File: src/rtl/mem_bus_arb.sv
// mem_bus_arb
//   Merges the instruction-fetch (IFU) and data (LSU) request streams onto a
//   single valid/ready memory port. Each accepted request pushes its owner tag
//   into an in-order FIFO of up to Depth entries. Each memory rvalid pops that
//   FIFO and is routed back to the issuing port.
//
// Ports
//   clk_i, rst_ni                  clock, asynchronous active-low reset
//   ifu_valid_i/ready_o/addr_i     fetch request
//   ifu_rdata_o/rvalid_o           fetch response
//   lsu_valid_i/ready_o/addr_i     LSU request
//   lsu_wdata_i/wmask_i            LSU store data / byte mask (mask 0 = load)
//   lsu_rdata_o/rvalid_o           LSU response
//   mem_valid_o/ready_i            memory request handshake
//   mem_addr_o/wdata_o/wmask_o     memory request payload
//   mem_rdata_i/rvalid_i           memory response
//   outstanding_o                  accepted-but-unanswered request count
module mem_bus_arb #(
  parameter int unsigned Xlen     = 64,
  parameter int unsigned MaskBits = Xlen / 8,
  parameter int unsigned Depth    = 2
) (
  input  logic                         clk_i,
  input  logic                         rst_ni,
  input  logic                         ifu_valid_i,
  output logic                         ifu_ready_o,
  input  logic [Xlen-1:0]              ifu_addr_i,
  output logic [Xlen-1:0]              ifu_rdata_o,
  output logic                         ifu_rvalid_o,
  input  logic                         lsu_valid_i,
  output logic                         lsu_ready_o,
  input  logic [Xlen-1:0]              lsu_addr_i,
  input  logic [Xlen-1:0]              lsu_wdata_i,
  input  logic [MaskBits-1:0]          lsu_wmask_i,
  output logic [Xlen-1:0]              lsu_rdata_o,
  output logic                         lsu_rvalid_o,
  output logic                         mem_valid_o,
  input  logic                         mem_ready_i,
  output logic [Xlen-1:0]              mem_addr_o,
  output logic [Xlen-1:0]              mem_wdata_o,
  output logic [MaskBits-1:0]          mem_wmask_o,
  input  logic [Xlen-1:0]              mem_rdata_i,
  input  logic                         mem_rvalid_i,
  output logic [$clog2(Depth+1)-1:0]   outstanding_o
);

  localparam int unsigned CntW = $clog2(Depth + 1);
  localparam int unsigned PtrW = (Depth > 1) ? $clog2(Depth) : 1;

  logic [CntW-1:0]  count_q, count_d;
  logic [PtrW-1:0]  wr_ptr_q, wr_ptr_d;
  logic [PtrW-1:0]  rd_ptr_q, rd_ptr_d;
  logic [Depth-1:0] tag_q;             // 1 = LSU owns the entry, 0 = IFU
  logic             lock_q, lock_d;
  logic             lock_lsu_q, lock_lsu_d;
  logic             prio_lsu_q, prio_lsu_d;

  logic grant_lsu;
  logic req_valid;
  logic full;
  logic push;
  logic pop;
  logic head_lsu;
  logic both_valid;

  function automatic logic [PtrW-1:0] ptr_inc(input logic [PtrW-1:0] p);
    if (p == PtrW'(Depth - 1)) begin
      return '0;
    end
    return p + PtrW'(1);
  endfunction

  // Grant selection: a locked request wins outright. Otherwise a lone
  // requester wins, and a tie goes to the port named by prio.
  always_comb begin
    grant_lsu = prio_lsu_q;
    if (lock_q) begin
      grant_lsu = lock_lsu_q;
    end else if (lsu_valid_i && !ifu_valid_i) begin
      grant_lsu = 1'b1;
    end else if (ifu_valid_i && !lsu_valid_i) begin
      grant_lsu = 1'b0;
    end
  end

  assign both_valid = ifu_valid_i && lsu_valid_i;
  assign full       = (count_q == CntW'(Depth));
  assign req_valid  = grant_lsu ? lsu_valid_i : ifu_valid_i;

  // A full FIFO blocks issue even if it is popped in the same cycle.
  // This avoids a combinational path from mem_rvalid_i to mem_valid_o.
  assign mem_valid_o = req_valid && !full;
  assign push        = mem_valid_o && mem_ready_i;
  assign pop         = mem_rvalid_i && (count_q != '0);
  assign head_lsu    = tag_q[rd_ptr_q];

  assign mem_addr_o  = grant_lsu ? lsu_addr_i  : ifu_addr_i;
  assign mem_wdata_o = grant_lsu ? lsu_wdata_i : '0;
  assign mem_wmask_o = grant_lsu ? lsu_wmask_i : '0;

  assign ifu_ready_o = push && !grant_lsu;
  assign lsu_ready_o = push &&  grant_lsu;

  assign ifu_rvalid_o  = pop && !head_lsu;
  assign lsu_rvalid_o  = pop &&  head_lsu;
  assign ifu_rdata_o   = mem_rdata_i;
  assign lsu_rdata_o   = mem_rdata_i;
  assign outstanding_o = count_q;

  always_comb begin
    lock_d     = lock_q;
    lock_lsu_d = lock_lsu_q;
    prio_lsu_d = prio_lsu_q;
    count_d    = count_q + CntW'(push) - CntW'(pop);
    wr_ptr_d   = push ? ptr_inc(wr_ptr_q) : wr_ptr_q;
    rd_ptr_d   = pop  ? ptr_inc(rd_ptr_q) : rd_ptr_q;
    if (push) begin
      lock_d = 1'b0;
      // Only a contested grant hands priority to the other port.
      if (both_valid) begin
        prio_lsu_d = !grant_lsu;
      end
    end else if (mem_valid_o) begin
      // Freeze the presented request until the memory takes it.
      lock_d     = 1'b1;
      lock_lsu_d = grant_lsu;
    end
  end

  always_ff @(posedge clk_i or negedge rst_ni) begin
    if (!rst_ni) begin
      count_q    <= '0;
      wr_ptr_q   <= '0;
      rd_ptr_q   <= '0;
      tag_q      <= '0;
      lock_q     <= 1'b0;
      lock_lsu_q <= 1'b0;
      prio_lsu_q <= 1'b1;
    end else begin
      count_q    <= count_d;
      wr_ptr_q   <= wr_ptr_d;
      rd_ptr_q   <= rd_ptr_d;
      lock_q     <= lock_d;
      lock_lsu_q <= lock_lsu_d;
      prio_lsu_q <= prio_lsu_d;
      if (push) begin
        tag_q[wr_ptr_q] <= grant_lsu;
      end
    end
  end

`ifndef SYNTHESIS
  // A response with nothing outstanding is dropped. The check flags it.
  spurious_rvalid_a : assert property (
    @(posedge clk_i) disable iff (!rst_ni) !(mem_rvalid_i && (count_q == '0)))
    else $warning("mem_bus_arb: spurious mem_rvalid_i dropped (no outstanding request)");
`endif

endmodule
File: config.mk
export PLATFORM = sky130hd
export DESIGN_NAME = mem_bus_arb
export DESIGN_NICKNAME = d
export VERILOG_FILES = /design/src/rtl/mem_bus_arb.sv
export SDC_FILE = /design/constraint.sdc
export NUM_CORES = 1
export LEC_CHECK = 0
export ABC_CLOCK_PERIOD_IN_PS = 1600
export CAP_MARGIN = 20
export CORE_AREA = 2 2 213 215
export CTS_CLUSTER_DIAMETER = 60
export CTS_CLUSTER_SIZE = 30
export DETAILED_ROUTE_END_ITERATION = 8
export DIE_AREA = 0 0 215 217
export PLACE_DENSITY_LB_ADDON = 0.08
export SYNTH_ARGS = -nofsm -noshare
export SYNTH_HDL_FRONTEND = slang
export SYNTH_SLANG_ARGS = --single-unit
File: constraint.sdc
create_clock -name clk_i -period 1.6 [get_ports clk_i]
set_input_delay 0.16 -clock clk_i [delete_from_list [all_inputs] [get_ports clk_i]]
set_output_delay 0.16 -clock clk_i [all_outputs]
set_load 0.005 [all_outputs]
### After elaboration in Yosys (flattened, before gate mapping)

Cells that the tools add are included.

| cells by class | value |
|---|---|
| order comparisons | 3 |
| reductions and logical operators | 20 |
| eq/ne operators | 1 |
| mux-type cells | 20 |
| bitwise logic cells | 1 |
| add/subtract/negate cells | 4 |

Operators by type and width:

| operator | count |
|---|---|
| $mux 64 | 2 |
| $mux 1 | 15 |
| $logic_and 1x1->1 | 11 |
| $mux 8 | 1 |
| $logic_not 1->1 | 5 |
| $lt 1x2->1 const B | 2 |
| $reduce_and 2->1 | 2 |
| $reduce_bool 2->1 | 2 |
| $add 1x1->1 const B | 2 |
| $add 2x1->2 | 1 |
| $bwmux 2 | 1 |
| $eq 2x2->1 const B | 1 |
| $sub 2x1->2 | 1 |
| $demux 1 s1 | 1 |
| $ge 1x1->1 const B | 1 |
| $not 1->1 | 1 |

| storage, ports and cells | value |
|---|---|
| word-level logic and storage cells | 56 |
| register bits | 9 |
| output and inout bits | 271 |
| input port bits | 270 |

### Longest topological paths before layout

Gate-level depths: netlist of run 1.

| logic depth | value |
|---|---|
| depth in word-level cells | 10 |
| depth in mapped cells | 7 |
| gate-level depth less buffers | 7 |

### Worst setup path before layout of run 1

OpenSTA, ideal clock, no wires.

| timing | value |
|---|---|
| path kind | register to output |
| start point | register prio_lsu_q |
| end point | output port mem_addr_o[51] |
| path buffers | 2 |
| arrival time | 1.556 ns |
| data required time | 1.440 ns |
| slack | -0.116 ns |
| cell stages (with the launch flop) | 6 |
| cell sequence | dfstp_2 nor2_1 o31ai_4 buf_4 buf_4 mux2_2 |

| between the ends | value |
|---|---|
| word-level cells in the longest chain between the ends | 4 |

RTL lines:

| element | RTL line | text |
|---|---|---|
| start, declared | 56 | `logic prio_lsu_q, prio_lsu_d;` |
| start signal, assigned | 145 | `prio_lsu_q <= prio_lsu_d;` |
| $mux 1 | 81 | `end else if (ifu_valid_i && !lsu_valid_i) begin` |
| $mux 1 | 79 | `end else if (lsu_valid_i && !ifu_valid_i) begin` |
| $mux 1 | 77 | `if (lock_q) begin` |
| $mux 64 | 97 | `assign mem_addr_o = grant_lsu ? lsu_addr_i : ifu_addr_i;` |
| end, declared | 39 | `output logic [Xlen-1:0] mem_addr_o,` |

No other way between the ends.

### Final worst setup path of run 1

| timing | value |
|---|---|
| start point | register prio_lsu_q |
| end point | output port mem_addr_o[2] |

Same word-level chain as after synthesis.

==> metrics.md, run 1 <==
| Metric | Value |
|---|---|
| Worst r2r src | `prio_lsu_q$_DFFE_PN1P_` |
| Dpl hpwl | `13.2 mm` |
| Top fanout value on the critical path | `6` |
| Ys async rst share | `100%` |
| Worst min-delay path class | `primary input to asynchronous set/reset pin` |
| Clk_lat worst skew | `~230 ps` |
| Most frequent CP cell | `buf_12` |
| WP data arrival | `2170 ps` |
| Synth Flop Type | `dfrtp_1` |
| Critical path class | `flop to output pin` |
| Drt first pass iters | `4` |
| Starting density of the core | `under 10%` |
| Slew @ Worst Pin | `458 ps` |
| Crit-path cells | `a21boi_2 -> o31ai_4 -> buf_6 -> buf_12 -> buf_16 -> buf_12 -> buf_12 -> mux2_4 -> buf_6` |
| Setup WS post-layout | `-734 ps` |
| Diode count | `0` |
| I/O Buffers | `about 350` |
| WP data required | `~1400 ps` |
| P_int | `8.15 mW` |
| Synthesized flop and latch total | `9` |
| Post-synth top area share | `35.9%` |
| DRT iter0 DRCs | `60` |
| Die Y | `217 µm` |
| Status | `complete, but fails checks` |
| Endpoints failing hold | `0` |
| Clk pwr share | `under 10%` |
| Initial antenna violation count | `0` |
| Switching Fraction | `approximately a third` |
| P&R area growth vs syn | `184%` |
| Startpoint types | `flop` |
| Vias in the first global route | `roughly 3700` |
| Mean post-synth cell area | `8.29 µm²` |
| Number of core rows | `78` |
| Final #Nets | `921` |
| Post-synth EDFFs | `0` |
| Post-Syn Area | `2720 µm²` |
| CP delay by family, top | `buffers and inverters` |
| Syn. warnings | `0` |
| Cells after synthesis | `approximately 330` |
| Worst path slowest cell | `dfstp_2` |
| First-pass GRT wire length | `roughly 26 mm` |
| Post-synthesis sequential area ratio | `between 8 and 9%` |
| Chip width | `approximately 220 µm` |
| Worst path buffer plus inverter count | `6` |
| Most common library cell in the layout ignoring fill and taps | `clkdlybuf4s50_1` |
| Pwr dens | `about 1600 nW/µm²` |
| Synth unique cells | `30` |
| Clock buffer depth | `2` |
| Reg power frac | `roughly 3.7%` |
| Reg-to-reg endpoint | `lock_lsu_q$_DFFE_PN0P_` |
| Largest net degree at the start of global routing | `35` |
| Num CTS Buffers | `3` |
| Clk pin slew, worst setup/hold paths | `about 40 ps` |
| Setup crit end kind | `output pin` |
| Final wirelength | `19.4 mm` |
| Total GRT Usage | `under 10%` |
| Share of cells above drive strength 1 | `between 50% and 60%` |
| Largest stage delay, worst path | `~560 ps` |
| Routed length per instance | `15.5 µm` |
| TritonCTS clock tree | `yes` |
| Slew margin rel. | `between 60% and 70%` |
| Final min period | `around 2300 ps` |
| Total die area | `roughly 47000 µm²` |
| Worst Skew | `between 1.5 and 2 ps` |
| CTS Sinks | `9` |
| Cell count of the worst reg-to-reg path | `10` |
| Most frequent cells in the layout | `206 x clkdlybuf4s50_1, 130 x buf_6, 64 x mux2_4, 44 x and2_4, 39 x buf_4` |
| Tcrit/Tclk final | `146%` |
| Total Power | `around 12 mW` |
| Total negative slack | `-78690 ps` |
| R2r setup slk | `-340 ps` |
| Synthesized Nets | `599` |
| Via density | `2.74` |
| Leakage power | `between 3 and 4 nW` |
| Area of the core | `around 45000 µm²` |
| DRC viols | `0` |
| Synth area leader | `buf_4` |
| Via Count | `about 3400` |
| Pins Over Slew Limit | `0` |
| Routability cong. | `0.775` |
| Synth top area cells | `buf_4 36%, mux2_2 28%, and2_1 17%, dfrtp_1 7.4%, buf_2 1.1%` |
| IO Count | `roughly 540` |
| Violated checks | `setup timing` |
| CTS Root Cell | `clkbuf_16` |
| P_sw | `3.84 mW` |
| Max VDD drop | `0.497 mV` |
| Combinational Power Share | `between 90 and 100%` |
| GR Overflow Total | `0` |
| Setup violations, final | `roughly 140` |
| ANT nets after route | `0` |
| H-tree depth | `1` |
| F_max | `between 400 and 500 MHz` |
| Total of max-cap violations | `0` |
| RSZ-0062 raised after global routing | `true` |
## Yosys cell counts (2+ instances only)
library cell	count
buf_4	130
clkbuf_1	7
nor2b_1	3
nand3_1	2
o21ai_0	2
xnor2_1	3
mux2i_1	2
buf_2	6
mux2_2	67
and2_1	73
dfrtp_1	8
nand2_1	4
nor2_1	4
## worst max-delay path by stage
stage	from	to	depth (start not counted)
final	prio_lsu_q$_DFFE_PN1P_	mem_addr_o[2]	9
after floorplan	prio_lsu_q$_DFFE_PN1P_	mem_addr_o[51]	5
after detailed placement	lsu_valid_i	mem_wdata_o[19]	7
after global routing	prio_lsu_q$_DFFE_PN1P_	mem_addr_o[18]	9
after CTS	prio_lsu_q$_DFFE_PN1P_	mem_addr_o[19]	10
after global placement	lsu_valid_i	mem_addr_o[63]	6
## kinds of logic after synthesis
logic type | after synthesis | share of synthesized area, %
buf+inv | 144 | 38.1
simple gates | 91 | 20.2
mux | 69 | 28.5
compound gates | 11 | 3.41
flops | 9 | 8.33
xor+xnor | 3 | 0.967
fa+ha+maj | 1 | 0.460
## repair_timing
item | in CTS | in global routing
endpoints found under the setup margin | 146 | 147
cloned | 11 | 6
hold endpoints to repair | 0 | 0
gates resized for setup | 469 | 289
pin swaps | 1 | 45
buffers inserted | 45 | 43
hold buffers | 0 | 0
## registers in the layout, summed over array words and instances (netlist names)
signal	flops
outstanding_o	2
tag_q	2
lock_lsu_q	1
lock_q	1
prio_lsu_q	1
rd_ptr_q	1
wr_ptr_q	1
## layout make-up
cell class	count	area, µm²
fill	5093	37000
timing repair buffer	460	4810
multi-input combinational	175	1850
tap	600	751
sequential	9	228
clock buffer	4	78.8
inverter	1	3.75
## worst reg2reg max path, delay by kind of cell, from the launching register on
family | cells | cell delay, ps
AOI/OAI and AO/OA | 2 | 340
buffers and inverters | 7 | 870
DFF | 1 | 560
muxes | 1 | 130
## metrics by stage
| stage | area (µm²) | util (%) | worst slack [ps] | std cells | hold slack (ps) |
|---|---|---|---|---|---|
| 6_report | 7710 | 17.3 | -734 | 1249 | 251 |
| 4_1_cts | 7060 | 15.8 | -834 | 1215 | 286 |
| 2_1_floorplan | 2770 | - | -62.0 | 328 | -136 |
| 3_3_place_gp | 6160 | 13.8 | -917 | 1155 | 320 |
| 5_1_grt | 7710 | 17.3 | -842 | 1249 | 290 |
| 3_5_place_dp | 6160 | 13.8 | -922 | 1155 | 320 |
## layer usage
| layer | up-vias | wire length [µm] | GRT usage (%) |
|---|---|---|---|
| met5 | - | 0 | 0 |
| met3 | 16 | 1910 | 3.06 |
| met4 | 0 | 159 | 1.06 |
| met2 | 263 | 9950 | 13.3 |
| li1 | 1584 | - | - |
| met1 | 1556 | 7350 | 7.86 |
## power by group through the flow
stage / logic [mW] / clock network (mW) / registers, mW
final: 11.1 / 0.433 / 0.449
after global routing: 11.9 / 0.464 / 0.471
after CTS: 9.52 / 0.446 / 0.441
after detailed placement: 6.21 / 0 / 0.441
after global placement: 6.27 / 0 / 0.445
after floorplan: 2.71 / 0 / 0.456
Power figures use the tool's default switching activity.
==> run 2: changes to the inputs <==
SKIP_CTS_REPAIR_TIMING = 1   (was unset)
TNS_END_PERCENT = 100   (was unset)
==> run 2 against run 1 <==
  * The run still ends with setup timing left
  * Final cell count down 4.3%
  * Setup slack lost 150 ps
  * Critical endpoint is now mem_addr_o[4]
  * Clock power about the same
  * First-iteration DRC count fell by 10%
  * Non-clock buffer count down 54
  * Routed wire length is 11% lower
  * Maximum frequency shrank 6.0%
  * Global-route usage is 1.3 points lower
  * Die area unchanged
  * Critical path depth is 3 lower
  * Via count down 7.5%
  * Sequential power fell by 2%
==> metrics.md, run 2 (synthesized netlist as in run 1, its figures left out) <==
| Metric | Value |
|---|---|
| DRT iter0 DRCs | `54` |
| Setup crit end kind | `output pin` |
| Slew margin rel. | `between 60 and 70%` |
| Setup WS post-layout | `-883 ps` |
| Worst min-delay path class | `primary input to asynchronous set/reset pin` |
| IO Count | `between 500 and 600` |
| Clock buffer depth | `2` |
| WP data required | `1440 ps` |
| Vias in the first global route | `roughly 3400` |
| Top fanout value on the critical path | `23` |
| Violated checks | `setup timing` |
| Starting density of the core | `between 6 and 7%` |
| Worst Skew | `roughly 2.2 ps` |
| Total Power | `approximately 8.5 mW` |
| Startpoint types | `flop` |
| Initial antenna violation count | `0` |
| Chip width | `between 200 and 250 µm` |
| Via density | `about 2.6` |
| Worst path slowest cell | `dfstp_2` |
| Endpoints failing hold | `0` |
| CTS Sinks | `9` |
| Critical path class | `flop to output pin` |
| Largest stage delay, worst path | `about 560 ps` |
| GR Overflow Total | `0` |
| Layout fillers | `~5000` |
| Total negative slack | `-91240 ps` |
| Num CTS Buffers | `3` |
| Largest net degree at the start of global routing | `70` |
| Total of max-cap violations | `0` |
| Worst path buffer plus inverter count | `3` |
| Clk_lat worst skew | `230 ps` |
| Via Count | `3164` |
| Clk pin slew, worst setup/hold paths | `~40 ps` |
| Status | `complete, but fails checks` |
| Tcrit/Tclk final | `155%` |
| Leakage power | `2.74 nW` |
| F_max | `approximately 400 MHz` |
| Final wirelength | `17.2 mm` |
| RSZ-0062 raised after global routing | `true` |
| Total GRT Usage | `between 5 and 6%` |
| Final min period | `2480 ps` |
| Final instance area | `about 6600 µm²` |
| CP delay by family, top | `buffers and inverters` |
| Pins Over Slew Limit | `0` |
| Setup violations, final | `about 150` |
| I/O Buffers | `approximately 350` |
| Most frequent cells in the layout | `269 x clkdlybuf4s50_1, 62 x and2_1, 40 x mux2_2, 37 x buf_4, 36 x clkbuf_2` |
| Dpl hpwl | `about 13 mm` |
| Share of cells above drive strength 1 | `between 30% and 40%` |
| Die Y | `217 µm` |
| H-tree depth | `1` |
| Drt first pass iters | `4` |
| Most common library cell in the layout ignoring fill and taps | `clkdlybuf4s50_1` |
| Max VDD drop | `0.528 mV` |
| P&R area growth vs syn | `142%` |
| Placed cell area | `between 6000 and 7000 µm²` |
| First-pass GRT wire length | `between 20 and 25 mm` |
| Placed Cells | `roughly 1200` |
| Slew @ Worst Pin | `about 460 ps` |
| CTS Root Cell | `clkbuf_16` |
| Final #Nets | `867` |
| Number of core rows | `between 70 and 80` |
| ANT nets after route | `0` |
| Crit-path cells | `nor2_2 -> o31ai_4 -> buf_4 -> buf_12 -> mux2_2 -> clkdlybuf4s50_1` |
| Pwr dens | `around 1300 nW/µm²` |
| Non-filler cells, final | `approximately 1200` |
| WP data arrival | `~2300 ps` |
| WHS | `about 250 ps` |
| Routability cong. | `0.775` |
| Area of the core | `44700 µm²` |
| DRC viols | `0` |
| TritonCTS clock tree | `yes` |
| Total die area | `approximately 47000 µm²` |
| Diode count | `0` |
| Routed length per instance | `about 14 µm` |
run 2: cell count changes in the layout (fill, tap and decap cells not counted), sizes merged:
cell / delta
clkbuf: +13
buf: -139
dlygate4sd2: -1
dlymetal6s2s: +10
clkdlybuf4s50: +63
run 2: stage by stage:
| step | util, % | worst slack [ps] |
|---|---|---|
| after detailed placement | 13.8 | -922 |
| after CTS | 14.0 | -1000 |
| after floorplan | - | -62.0 |
| final | 14.7 | -883 |
| after global routing | 14.7 | -987 |
| after global placement | 13.8 | -917 |
run 2: worst reg2reg max path, stage by stage, from the launching register on:
cell and delay (ps):
dfstp_2 560, nor2_2 50, o31ai_4 290, buf_12 210, clkbuf_16 170, buf_4 110
buf_8 100, buf_4 110, buf_4 100, mux2_2 130
run 2: final cells by class:
cell class	count	area, µm²	share of cell area, %
Tap cell	600	751	11.4
Clock buffer	4	78.8	1.20
Multi-Input combinational cell	175	1590	24.2
Sequential cell	9	226	3.44
Inverter	1	3.75	0.0570
Timing Repair Buffer	406	3940	59.8
run 2: worst paths after layout:
check                                       startpoint                         end  slack, ps  cells past startpoint
worst min register to register    wr_ptr_q$_DFFE_PN0P_        wr_ptr_q$_DFFE_PN0P_        500                      1
worst min-delay path                            rst_ni  outstanding_o[0]$_DFF_PN0_        250                      1
min in group clk_i                     mem_rdata_i[12]             ifu_rdata_o[12]        320                      0
worst max-delay path            prio_lsu_q$_DFFE_PN1P_               mem_addr_o[4]       -880                      6
worst max register to register  prio_lsu_q$_DFFE_PN1P_      lock_lsu_q$_DFFE_PN0P_       -290                      9
max in group asynchronous                       rst_ni      prio_lsu_q$_DFFE_PN1P_       1010                      1
run 2: power breakdown:
part / leakage, nW / switching, mW / internal, mW
sequential: 0.107 / 0.0879 / 0.353
combinational: 2.60 / 2.69 / 4.91
clock: 0.0382 / 0.100 / 0.332
total: 2.74 / 2.88 / 5.60
run 2: metal layers:
| metal | vias to the layer above | track usage (%) | wire (µm) |
|---|---|---|---|
| met1 | 1407 | 5.81 | 6110 |
| met4 | 0 | 1.24 | 249 |
| met2 | 265 | 11.1 | 8980 |
| met5 | - | 0 | 0 |
| li1 | 1472 | - | - |
| met3 | 20 | 3.02 | 1880 |
==> run 3: changes to the inputs <==
CTS_BUF_LIST = sky130_fd_sc_hd__clkbuf_2   (was unset)
REMOVE_ABC_BUFFERS = 1   (was unset)
==> run 3 against run 2 <==
  * Die area stayed put
  * First-iteration DRC count is 110% higher
  * Final area is 6.5% higher
  * Global-route usage is 6.2 points higher
  * The run still ends with setup timing left
  * Register-to-register slack better by 130 ps
  * Routed wire length is 82% higher
  * Clock power is 64% lower
  * Worst hold slack worse by 33 ps
  * Clock skew is 4.1 ps higher
  * Sequential power is 3% higher
==> metrics.md, run 3 (synthesized netlist as in run 1, its figures left out) <==
| Metric | Value |
|---|---|
| ANT nets after route | `0` |
| Crit path launch | `prio_lsu_q$_DFFE_PN1P_` |
| Final min period | `approximately 2400 ps` |
| WP data required | `1440 ps` |
| Initial antenna violation count | `3` |
| Die Y | `between 200 and 250 µm` |
| Drt first pass iters | `4` |
| Setup violations, final | `~140` |
| Clk pin slew, worst setup/hold paths | `~110 ps` |
| Share of cells above drive strength 1 | `49.2%` |
| H-tree depth | `1` |
| I/O Buffers | `348` |
| Via density | `slightly below 3` |
| Met3 Track Usage GR | `16.7%` |
| Clk_lat worst skew | `about 250 ps` |
| Slew @ Worst Pin | `between 400 and 500 ps` |
| Total GRT Usage | `roughly 12%` |
| Clock buffer depth | `2` |
| Total die area | `between 40000 and 50000 µm²` |
| CTS Sinks | `9` |
| Leakage power | `roughly 3.2 nW` |
| Setup WS post-layout | `-817 ps` |
| Met2 Use GR | `around 16%` |
| P&R area growth vs syn | `158%` |
| Routed length per instance | `about 26 µm` |
| Max VDD drop | `around 0.53 mV` |
| Most common library cell in the layout ignoring fill and taps | `clkdlybuf4s50_1` |
| Tcrit/Tclk final | `151%` |
| Area of the core | `44700 µm²` |
| Reg-to-reg endpoint | `outstanding_o[1]$_DFF_PN0_` |
| Total negative slack | `-85300 ps` |
| Final core utilization | `between 15 and 20%` |
| Number of core rows | `between 70 and 80` |
| Reg power frac | `4.7%` |
| Startpoint types | `flop` |
| TritonCTS clock tree | `yes` |
| Largest net degree at the start of global routing | `30` |
| Vias in the first global route | `approximately 3800` |
| R2r setup slk | `-160 ps` |
| Starting density of the core | `around 6.1%` |
| Worst r2r src | `lock_q$_DFFE_PN0P_` |
| CTS Root Cell | `clkbuf_2` |
| Combinational Power Share | `about 94%` |
| Final #Nets | `approximately 900` |
| F_max | `414 MHz` |
| Slew margin rel. | `around two thirds` |
| Via Count | `3587` |
| Cell count of the worst reg-to-reg path | `9` |
| Pre-CTS setup slack | `-909 ps` |
| First-pass GRT wire length | `roughly 38 mm` |
| Chip width | `215 µm` |
| RSZ-0062 raised after global routing | `true` |
| Status | `complete, but fails checks` |
| Total of max-cap violations | `0` |
| Diode count | `0` |
| Most frequent cells in the layout | `213 x clkdlybuf4s50_1, 66 x buf_6, 45 x clkbuf_2, 41 x and2_1, 38 x buf_4` |
| Total Power | `about 9.6 mW` |
| Setup crit end kind | `output pin` |
| P_sw | `3.38 mW` |
| P_int | `between 6 and 7 mW` |
| Clk pwr share | `under 10%` |
| GRT Max-Usage Layer | `met3` |
| DRT iter0 DRCs | `111` |
| Met1 usage | `around 11%` |
| Pwr dens | `between 1000 and 1500 nW/µm²` |
| IO Count | `approximately 540` |
| Critical path class | `flop to output pin` |
| DRC viols | `0` |
| Worst Skew | `6.32 ps` |
| Final wirelength | `~31 mm` |
| WP data arrival | `approximately 2300 ps` |
| Pins Over Slew Limit | `0` |
| GR Overflow Total | `0` |
| Switching Fraction | `around a third` |
| Num CTS Buffers | `3` |
| Violated checks | `setup timing` |
| Worst min-delay path class | `primary input to asynchronous set/reset pin` |
| Dpl hpwl | `between 20 and 30 mm` |
| Top fanout value on the critical path | `7` |
| Endpoints failing hold | `0` |
| Routability cong. | `roughly 0.83` |
[run 3: changes by cell type in the layout (fill, tap and decap cells not counted), moves of 5 or more]
| cell | previous run | this run |
|---|---|---|
| clkdlybuf4s50_1 | 269 | 213 |
| buf_6 | 13 | 66 |
| and2_1 | 62 | 41 |
| and2_4 | 12 | 33 |
| dlymetal6s2s_1 | 13 | 27 |
| clkbuf_2 | 36 | 45 |
| buf_2 | 20 | 13 |
| mux2_2 | 40 | 35 |
| mux2_4 | 27 | 32 |
[run 3: how the worst max path moves through the flow]
stage | slack [ps] | cells past startpoint | end
6_report | -820 | 10 | mem_addr_o[16]
5_1_grt | -930 | 10 | mem_addr_o[16]
4_1_cts | -1060 | 6 | mem_addr_o[52]
3_5_place_dp | -910 | 7 | mem_addr_o[52]
3_3_place_gp | -950 | 7 | mem_addr_o[52]
2_1_floorplan | -2160 | 3 | mem_addr_o[0]
[run 3: layout make-up]
class	instances	area [µm²]
Clock buffer	4	20.0
Multi-Input combinational cell	175	1720
Fill cell	5193	37700
Inverter	1	3.75
Sequential cell	9	228
Tap cell	600	751
Timing Repair Buffer	423	4290
[run 3: power groups by stage]
stage	Combinational (mW)	Clock (mW)	Sequential, mW
3_3_place_gp	6.66	0	0.441
5_1_grt	9.73	0.174	0.472
3_5_place_dp	6.60	0	0.439
4_1_cts	6.66	0.165	0.433
2_1_floorplan	2.26	0	0.454
6_report	9.01	0.156	0.454
[run 3: critical path, cell delays in order (launching register included)]
cell,delay [ps]
dfstp_2,570
a21boi_2,70
o31ai_4,250
buf_4,160
buf_12,120
buf_8,120
buf_16,120
buf_6,100
buf_6,80
mux2_4,290
buf_6,110
[run 3: through the flow]
| stage | hold WS (ps) | area (µm²) | std cells |
|---|---|---|---|
| floorplan | -136 | 1690 | 185 |
| global placement | 320 | 6150 | 1156 |
| detailed placement | 320 | 6150 | 1156 |
| CTS | 223 | 6170 | 1160 |
| global route | 223 | 7020 | 1212 |
| finish | 216 | 7020 | 1212 |
[run 3: routing by layer]
layer	share of wire [%]	routed length (µm)
met5	1.5	480
met4	0.17	52
met3	27	8460
met2	37	11700
met1	34	10700
